File: config.mk
export PLATFORM = sky130hd
export DESIGN_NAME = ram4k_arbiter_flat
export DESIGN_NICKNAME = d
export VERILOG_FILES = /design/src/rtl/ram4k_arbiter_if.sv /design/src/rtl/ram4k_arbiter.sv /design/src/flat_wrapper.sv
export SDC_FILE = /design/constraint.sdc
export NUM_CORES = 1
export LEC_CHECK = 0
export ABC_AREA = 1
export CELL_PAD_IN_SITES_DETAIL_PLACEMENT = 0
export CELL_PAD_IN_SITES_GLOBAL_PLACEMENT = 1
export CORE_UTILIZATION = 24
export CTS_CLUSTER_SIZE = 8
export DETAILED_ROUTE_END_ITERATION = 12
export PLACE_DENSITY_LB_ADDON = 0.2
export SYNTH_ARGS = -nofsm -noshare
export SYNTH_HDL_FRONTEND = slang
export SYNTH_SLANG_ARGS = --single-unit
File: constraint.sdc
create_clock -name clk_i -period 2.69 [get_ports clk_i]
set_input_delay 0.807 -clock clk_i [delete_from_list [all_inputs] [get_ports clk_i]]
set_output_delay 0.807 -clock clk_i [all_outputs]
set_load 0.03 [all_outputs]
File: src/rtl/ram4k_arbiter_if.sv
// Bus bundle between two requesters (A = CPU data, B = DMA/refresh), the arbiter and one ram4k.
// The master side drives the requests and answers the RAM read path.
interface ram4k_arbiter_if;
  logic        a_req, a_we, a_lock;
  logic [11:0] a_addr;
  logic [15:0] a_wdata;
  logic        a_gnt, a_rvalid;
  logic [15:0] a_rdata;

  logic        b_req, b_we, b_lock;
  logic [11:0] b_addr;
  logic [15:0] b_wdata;
  logic        b_gnt, b_rvalid;
  logic [15:0] b_rdata;

  logic        ram_load;
  logic [11:0] ram_address;
  logic [15:0] ram_data_in;
  logic [15:0] ram_data_out;

  modport master (
    output a_req, a_we, a_lock, a_addr, a_wdata,
    input  a_gnt, a_rvalid, a_rdata,
    output b_req, b_we, b_lock, b_addr, b_wdata,
    input  b_gnt, b_rvalid, b_rdata,
    input  ram_load, ram_address, ram_data_in,
    output ram_data_out
  );

  modport slave (
    input  a_req, a_we, a_lock, a_addr, a_wdata,
    output a_gnt, a_rvalid, a_rdata,
    input  b_req, b_we, b_lock, b_addr, b_wdata,
    output b_gnt, b_rvalid, b_rdata,
    output ram_load, ram_address, ram_data_in,
    input  ram_data_out
  );
endinterface

File: src/rtl/ram4k_arbiter.sv
// Two-port arbiter in front of a single 4K x 16 RAM: per-cycle grant, locked bursts with a
// burst cap, optional A-priority with a B starvation guard, registered read return per port.
module ram4k_arbiter #(
  parameter int ARB_MODE     = 0,
  parameter int MAX_BURST    = 8,
  parameter int STARVE_LIMIT = 4
) (
  input  logic            clk_i,
  input  logic            rst_i,
  ram4k_arbiter_if.slave  bus
);
  localparam int BW = $clog2(MAX_BURST + 1);
  localparam int SW = $clog2(STARVE_LIMIT + 1);

  typedef enum logic [1:0] {IDLE, OWN_A, OWN_B} state_e;

  state_e          state_q, state_d;
  logic [BW-1:0]   burst_q, burst_d;
  logic [SW-1:0]   starve_q, starve_d;
  logic            last_b_q, last_b_d;

  // index 0 = port A, index 1 = port B
  logic [1:0]       req, we, lock, gnt;
  logic [1:0][11:0] addr;
  logic [1:0][15:0] wdata;
  logic [1:0]       rvalid_q;
  logic [1:0][15:0] rdata_q;
  logic             a_wins;

  assign req   = {bus.b_req,   bus.a_req};
  assign we    = {bus.b_we,    bus.a_we};
  assign lock  = {bus.b_lock,  bus.a_lock};
  assign addr  = {bus.b_addr,  bus.a_addr};
  assign wdata = {bus.b_wdata, bus.a_wdata};

  always_comb begin
    state_d  = state_q;
    burst_d  = burst_q;
    starve_d = starve_q;
    last_b_d = last_b_q;
    gnt      = 2'b00;
    if (ARB_MODE == 0) a_wins = last_b_q;
    else               a_wins = (starve_q < SW'(STARVE_LIMIT));

    // An owner keeps the RAM while it holds lock, until the cap is hit and the other side waits.
    if (state_q == OWN_A && req[0] && lock[0]) begin
      if (burst_q < BW'(MAX_BURST) || !req[1]) gnt = 2'b01;
      else                                     gnt = 2'b10;
    end else if (state_q == OWN_B && req[1] && lock[1]) begin
      if (burst_q < BW'(MAX_BURST) || !req[0]) gnt = 2'b10;
      else                                     gnt = 2'b01;
    end else if (req == 2'b11) begin
      gnt = a_wins ? 2'b01 : 2'b10;
    end else begin
      gnt = req;
    end
    if (rst_i) gnt = 2'b00;

    if (gnt[0] && lock[0]) begin
      state_d = OWN_A;
      if (state_q != OWN_A)               burst_d = BW'(1);
      else if (burst_q != BW'(MAX_BURST)) burst_d = burst_q + BW'(1);
    end else if (gnt[1] && lock[1]) begin
      state_d = OWN_B;
      if (state_q != OWN_B)               burst_d = BW'(1);
      else if (burst_q != BW'(MAX_BURST)) burst_d = burst_q + BW'(1);
    end else begin
      state_d = IDLE;
      burst_d = '0;
    end

    if (gnt[0])      last_b_d = 1'b0;
    else if (gnt[1]) last_b_d = 1'b1;

    if (req[1] && !gnt[1])
      starve_d = (starve_q == SW'(STARVE_LIMIT)) ? starve_q : starve_q + SW'(1);
    else
      starve_d = '0;
  end

  always_ff @(posedge clk_i) begin
    if (rst_i) begin
      state_q  <= IDLE;
      burst_q  <= '0;
      starve_q <= '0;
      last_b_q <= 1'b1;
      rvalid_q <= '0;
      rdata_q  <= '0;
    end else begin
      state_q  <= state_d;
      burst_q  <= burst_d;
      starve_q <= starve_d;
      last_b_q <= last_b_d;
      for (int p = 0; p < 2; p++) begin
        rvalid_q[p] <= gnt[p] & ~we[p];
        if (gnt[p] && !we[p]) rdata_q[p] <= bus.ram_data_out;
      end
    end
  end

  assign bus.a_gnt       = gnt[0];
  assign bus.b_gnt       = gnt[1];
  // a read return landing in a reset cycle is dropped
  assign bus.a_rvalid    = rvalid_q[0] & ~rst_i;
  assign bus.b_rvalid    = rvalid_q[1] & ~rst_i;
  assign bus.a_rdata     = rdata_q[0];
  assign bus.b_rdata     = rdata_q[1];
  assign bus.ram_load    = |(gnt & we);
  assign bus.ram_address = gnt[0] ? addr[0]  : (gnt[1] ? addr[1]  : 12'h000);
  assign bus.ram_data_in = gnt[0] ? wdata[0] : (gnt[1] ? wdata[1] : 16'h0000);
endmodule
File: src/flat_wrapper.sv
// flat-port wrapper written by rule: the top's interface ports become plain ports
module ram4k_arbiter_flat 
#(
  parameter int ARB_MODE     = 0,
  parameter int MAX_BURST    = 8,
  parameter int STARVE_LIMIT = 4
)
  (clk_i, rst_i, bus_a_req, bus_a_we, bus_a_lock, bus_a_addr, bus_a_wdata, bus_a_gnt, bus_a_rvalid, bus_a_rdata, bus_b_req, bus_b_we, bus_b_lock, bus_b_addr, bus_b_wdata, bus_b_gnt, bus_b_rvalid, bus_b_rdata, bus_ram_load, bus_ram_address, bus_ram_data_in, bus_ram_data_out);
  ram4k_arbiter_if bus_i ();
  input  logic clk_i;
  input  logic rst_i;
  input wire logic [$bits(bus_i.a_req)-1:0] bus_a_req;
  input wire logic [$bits(bus_i.a_we)-1:0] bus_a_we;
  input wire logic [$bits(bus_i.a_lock)-1:0] bus_a_lock;
  input wire logic [$bits(bus_i.a_addr)-1:0] bus_a_addr;
  input wire logic [$bits(bus_i.a_wdata)-1:0] bus_a_wdata;
  output wire logic [$bits(bus_i.a_gnt)-1:0] bus_a_gnt;
  output wire logic [$bits(bus_i.a_rvalid)-1:0] bus_a_rvalid;
  output wire logic [$bits(bus_i.a_rdata)-1:0] bus_a_rdata;
  input wire logic [$bits(bus_i.b_req)-1:0] bus_b_req;
  input wire logic [$bits(bus_i.b_we)-1:0] bus_b_we;
  input wire logic [$bits(bus_i.b_lock)-1:0] bus_b_lock;
  input wire logic [$bits(bus_i.b_addr)-1:0] bus_b_addr;
  input wire logic [$bits(bus_i.b_wdata)-1:0] bus_b_wdata;
  output wire logic [$bits(bus_i.b_gnt)-1:0] bus_b_gnt;
  output wire logic [$bits(bus_i.b_rvalid)-1:0] bus_b_rvalid;
  output wire logic [$bits(bus_i.b_rdata)-1:0] bus_b_rdata;
  output wire logic [$bits(bus_i.ram_load)-1:0] bus_ram_load;
  output wire logic [$bits(bus_i.ram_address)-1:0] bus_ram_address;
  output wire logic [$bits(bus_i.ram_data_in)-1:0] bus_ram_data_in;
  input wire logic [$bits(bus_i.ram_data_out)-1:0] bus_ram_data_out;
  assign bus_i.a_req = bus_a_req;
  assign bus_i.a_we = bus_a_we;
  assign bus_i.a_lock = bus_a_lock;
  assign bus_i.a_addr = bus_a_addr;
  assign bus_i.a_wdata = bus_a_wdata;
  assign bus_a_gnt = bus_i.a_gnt;
  assign bus_a_rvalid = bus_i.a_rvalid;
  assign bus_a_rdata = bus_i.a_rdata;
  assign bus_i.b_req = bus_b_req;
  assign bus_i.b_we = bus_b_we;
  assign bus_i.b_lock = bus_b_lock;
  assign bus_i.b_addr = bus_b_addr;
  assign bus_i.b_wdata = bus_b_wdata;
  assign bus_b_gnt = bus_i.b_gnt;
  assign bus_b_rvalid = bus_i.b_rvalid;
  assign bus_b_rdata = bus_i.b_rdata;
  assign bus_ram_load = bus_i.ram_load;
  assign bus_ram_address = bus_i.ram_address;
  assign bus_ram_data_in = bus_i.ram_data_in;
  assign bus_i.ram_data_out = bus_ram_data_out;
  ram4k_arbiter #(.ARB_MODE(ARB_MODE), .MAX_BURST(MAX_BURST), .STARVE_LIMIT(STARVE_LIMIT)) u_core (.clk_i(clk_i), .rst_i(rst_i), .bus(bus_i));
endmodule
==> out/qor.yml <==
status: "finished, violations left"
violations: "negative setup slack"
drc: 0
avgViaCountPerCell: 4.27
synth_commonest_cells: "175 x nand2_1, 81 x inv_1, 43 x nor2_1"
slew_headroom_pct: 74.5
grt_pass1_wl_um: 15400
insertion_delay_ns: 0.29
p_leak_nw: 2.50
total_power_w: 0.00183
path_class: "in -> out"
port_buffers: 144
cts-root-buf: "clkbuf_8"
yosysMostFrequentCell: "nand2_1"
drt_wl_total_um: 9590
synthCells: 424
syn_area_sq_um: 2480
groute.usage.overall_pct: 17.7
grt-ovfl-total: 0
dpl-instance-area_sq_um: 4080
ys_async_sr_fraction_pct: 0
finalSetupTns_ns: -4.31
path_buf_inv: 7
cp_slowest_cell: "buf_16"
cpMostUsedCell: "nand2_2"
worstMarginPinSlew_ns: 0.382
drtIter0Drc: 80
syn_to_final_growth_pct: 101
ys_ff_latch: 41
yosysSeqAreaShare_pct: 33.1
finalHoldViolCount: 0
min_path_type: "reg -> reg"
synth-edff-count: 0
maxSlewViolCount: 0
cp_cell_sequence: "buf_6, buf_4, nand2_2, inv_2, nand2_2, nand3_2, nand2_2, nor2_4, buf_12, buf_12, buf_16, nand2_4, nand2_4, buf_6"
finalSetupViolations: 30
syn_avg_cell_area_sq_um: 5.85
synth_top_cell_area_share_pct: 33.1
die_y_um: 104
antenna_found_initial: 0
cts_buffer_depth: 2
finalCritPeriodShare_pct: 108
synth_ff_type: "dfxtp_1"
avgRoutedWirePerCell_um: 13.0
grt_max_degree: 19
min_period_ns: 2.90
critPathCaptureType: "primary output"
clock_skew_ns: 0.00823
ir_drop_uv: 199
numPlacedInstances: 702
cp.required_ns: 1.88
dp_hpwl_um: 6240
die_x_um: 104
path_clk_slew_ns: 0.08
cts_max_level: 2
design_area_sq_um: 4980
critPathArrivalTime_ns: 2.09
cpPeakStageDelay_ns: 0.14
maxCapViolCount: 0
via_count: 3153
die_area_sq_um: 10800
path_max_fanout: 6
whs_ns: 0.511
fin_cells: 739
diodes: 0
dr.pass1.iters: 4
io_pins: 145
start_util_pct: 25.1
cp_top_family: "buffers and inverters"
antenna_left: 0
rsz0062_at_grt: "yes"
cts_inserted_buffers: 5
yosys.area.top_type: "dfxtp_1"
clock_sinks: 41
synth_cell_type_count: 22
tritoncts: "done"
coreArea_sq_um: 9910
syn-num-nets: 506
ys_warn_count: 0
fin_nets: 687
crit_path_start_kind: "input port"
num_rows: 36
synth_area_leaders: "dfxtp_1 33%, nand2_1 26%, inv_1 12%"
grt_pass1_vias: 3291
place.gp.congestion: 0.750
fmax_ghz: 0.345
drive_above_1_share_pct: 31.0
setup_slack_ns: -0.212
p_per_area_nw_per_um2: 368
-- layout by cell type (no fill, tap or decap) --
cell type        count
clkdlybuf4s50_1    106
nand2_1            100
inv_1               78
nand2_2             50
nor2_1              43
dfxtp_1             41
buf_6               35
buf_4               34
nand2_4             29
nand3_1             22
nand4_1             16
inv_2                6
buf_12               6
nand3_2              5
clkbuf_8             5
nor2_4               3
nand3_4              3
xor2_1               3
buf_16               3
clkinv_1             2
nand3b_1             2
ha_1                 2
clkinv_2             2
buf_2                2
buf_8                2
inv_4                1
o21ai_0              1
inv_8                1
o22ai_2              1
clkbuf_1             1
dlygate4sd2_1        1
-- worst reg2reg max path: cells and delay by family (launching register included) --
kind	cells	cell delay [ns]
buffers and inverters	11	1.24
flip-flops	1	0.51
AND/OR/NAND/NOR	6	0.62
-- logic make-up (layout without fill, tap and decap cells) --
| kind of cell | count (synthesis) | after routing | synth area share, % |
|---|---|---|---|
| compound gates | 2 | 2 | 0.454 |
| xor+xnor | 3 | 3 | 1.06 |
| fa+ha+maj | 2 | 2 | 1.01 |
| buf+inv | 105 | 285 | 17.7 |
| flops | 41 | 41 | 33.1 |
| simple gates | 271 | 273 | 46.7 |
-- final cells by class --
type / instances / area [sq um]
Fill cell: 984 / 4930
Timing Repair Buffer: 189 / 1960
Multi-Input combinational cell: 280 / 1610
Sequential cell: 41 / 821
Inverter: 88 / 340
Tap cell: 133 / 166
Clock buffer: 6 / 72.6
Clock inverter: 2 / 10.0
-- per-stage QoR --
stage,util (%),setup WS [ns]
after floorplan,-,0.0257
after global placement,41.2,-0.518
after detailed placement,41.2,-0.564
after CTS,49.9,-0.221
after global routing,50.2,-0.264
final,50.2,-0.212
-- what timing repair did --
action / in CTS / in global routing
setup endpoints to repair: 31 / 48
gates cloned: 5 / 2
pin swaps: 22 / 12
setup buffers: 25 / 4
hold buffers: 0 / 0
resized for setup: 149 / 30
-- worst paths after layout --
path                            depth (start not counted)                   from                     end  slack, ns
worst max-delay path                                   14              bus_a_req      bus_ram_data_in[3]      -0.21
worst min register to register                          4  u_core.bus.a_rdata[4]   u_core.bus.a_rdata[4]       0.51
worst max register to register                         17      u_core.burst_q[3]  u_core.bus.a_rdata[12]       0.23
worst min-delay path                                    4  u_core.bus.a_rdata[4]   u_core.bus.a_rdata[4]       0.51
-- where the power goes --
part	total [W]	switching, W	internal, W
registers	0.000659	0.0000188	0.000640
logic	0.000775	0.000406	0.000370
clock network	0.000399	0.000219	0.000180
total	0.00183	0.000643	0.00119
-- flip-flops by register name, indices dropped and copies added (netlist names) --
| name | cells |
|---|---|
| u_core.a_wins | 1 |
| u_core.burst_q | 4 |
| u_core.bus.a_rdata | 16 |
| u_core.bus.b_rdata | 16 |
| u_core.rvalid_q | 2 |
| u_core.state_q | 2 |
-- metal layers --
| metal | vias to the layer above | part of all wire [%] | track usage (%) |
|---|---|---|---|
| li1 | 1609 | - | - |
| met1 | 1466 | 44 | 21.1 |
| met2 | 65 | 52 | 32.4 |
| met3 | 13 | 3.0 | 2.83 |
| met4 | 0 | 1.4 | 5.41 |
| met5 | - | 0 | 0 |
No activity file was read; power rests on OpenSTA's default activity.
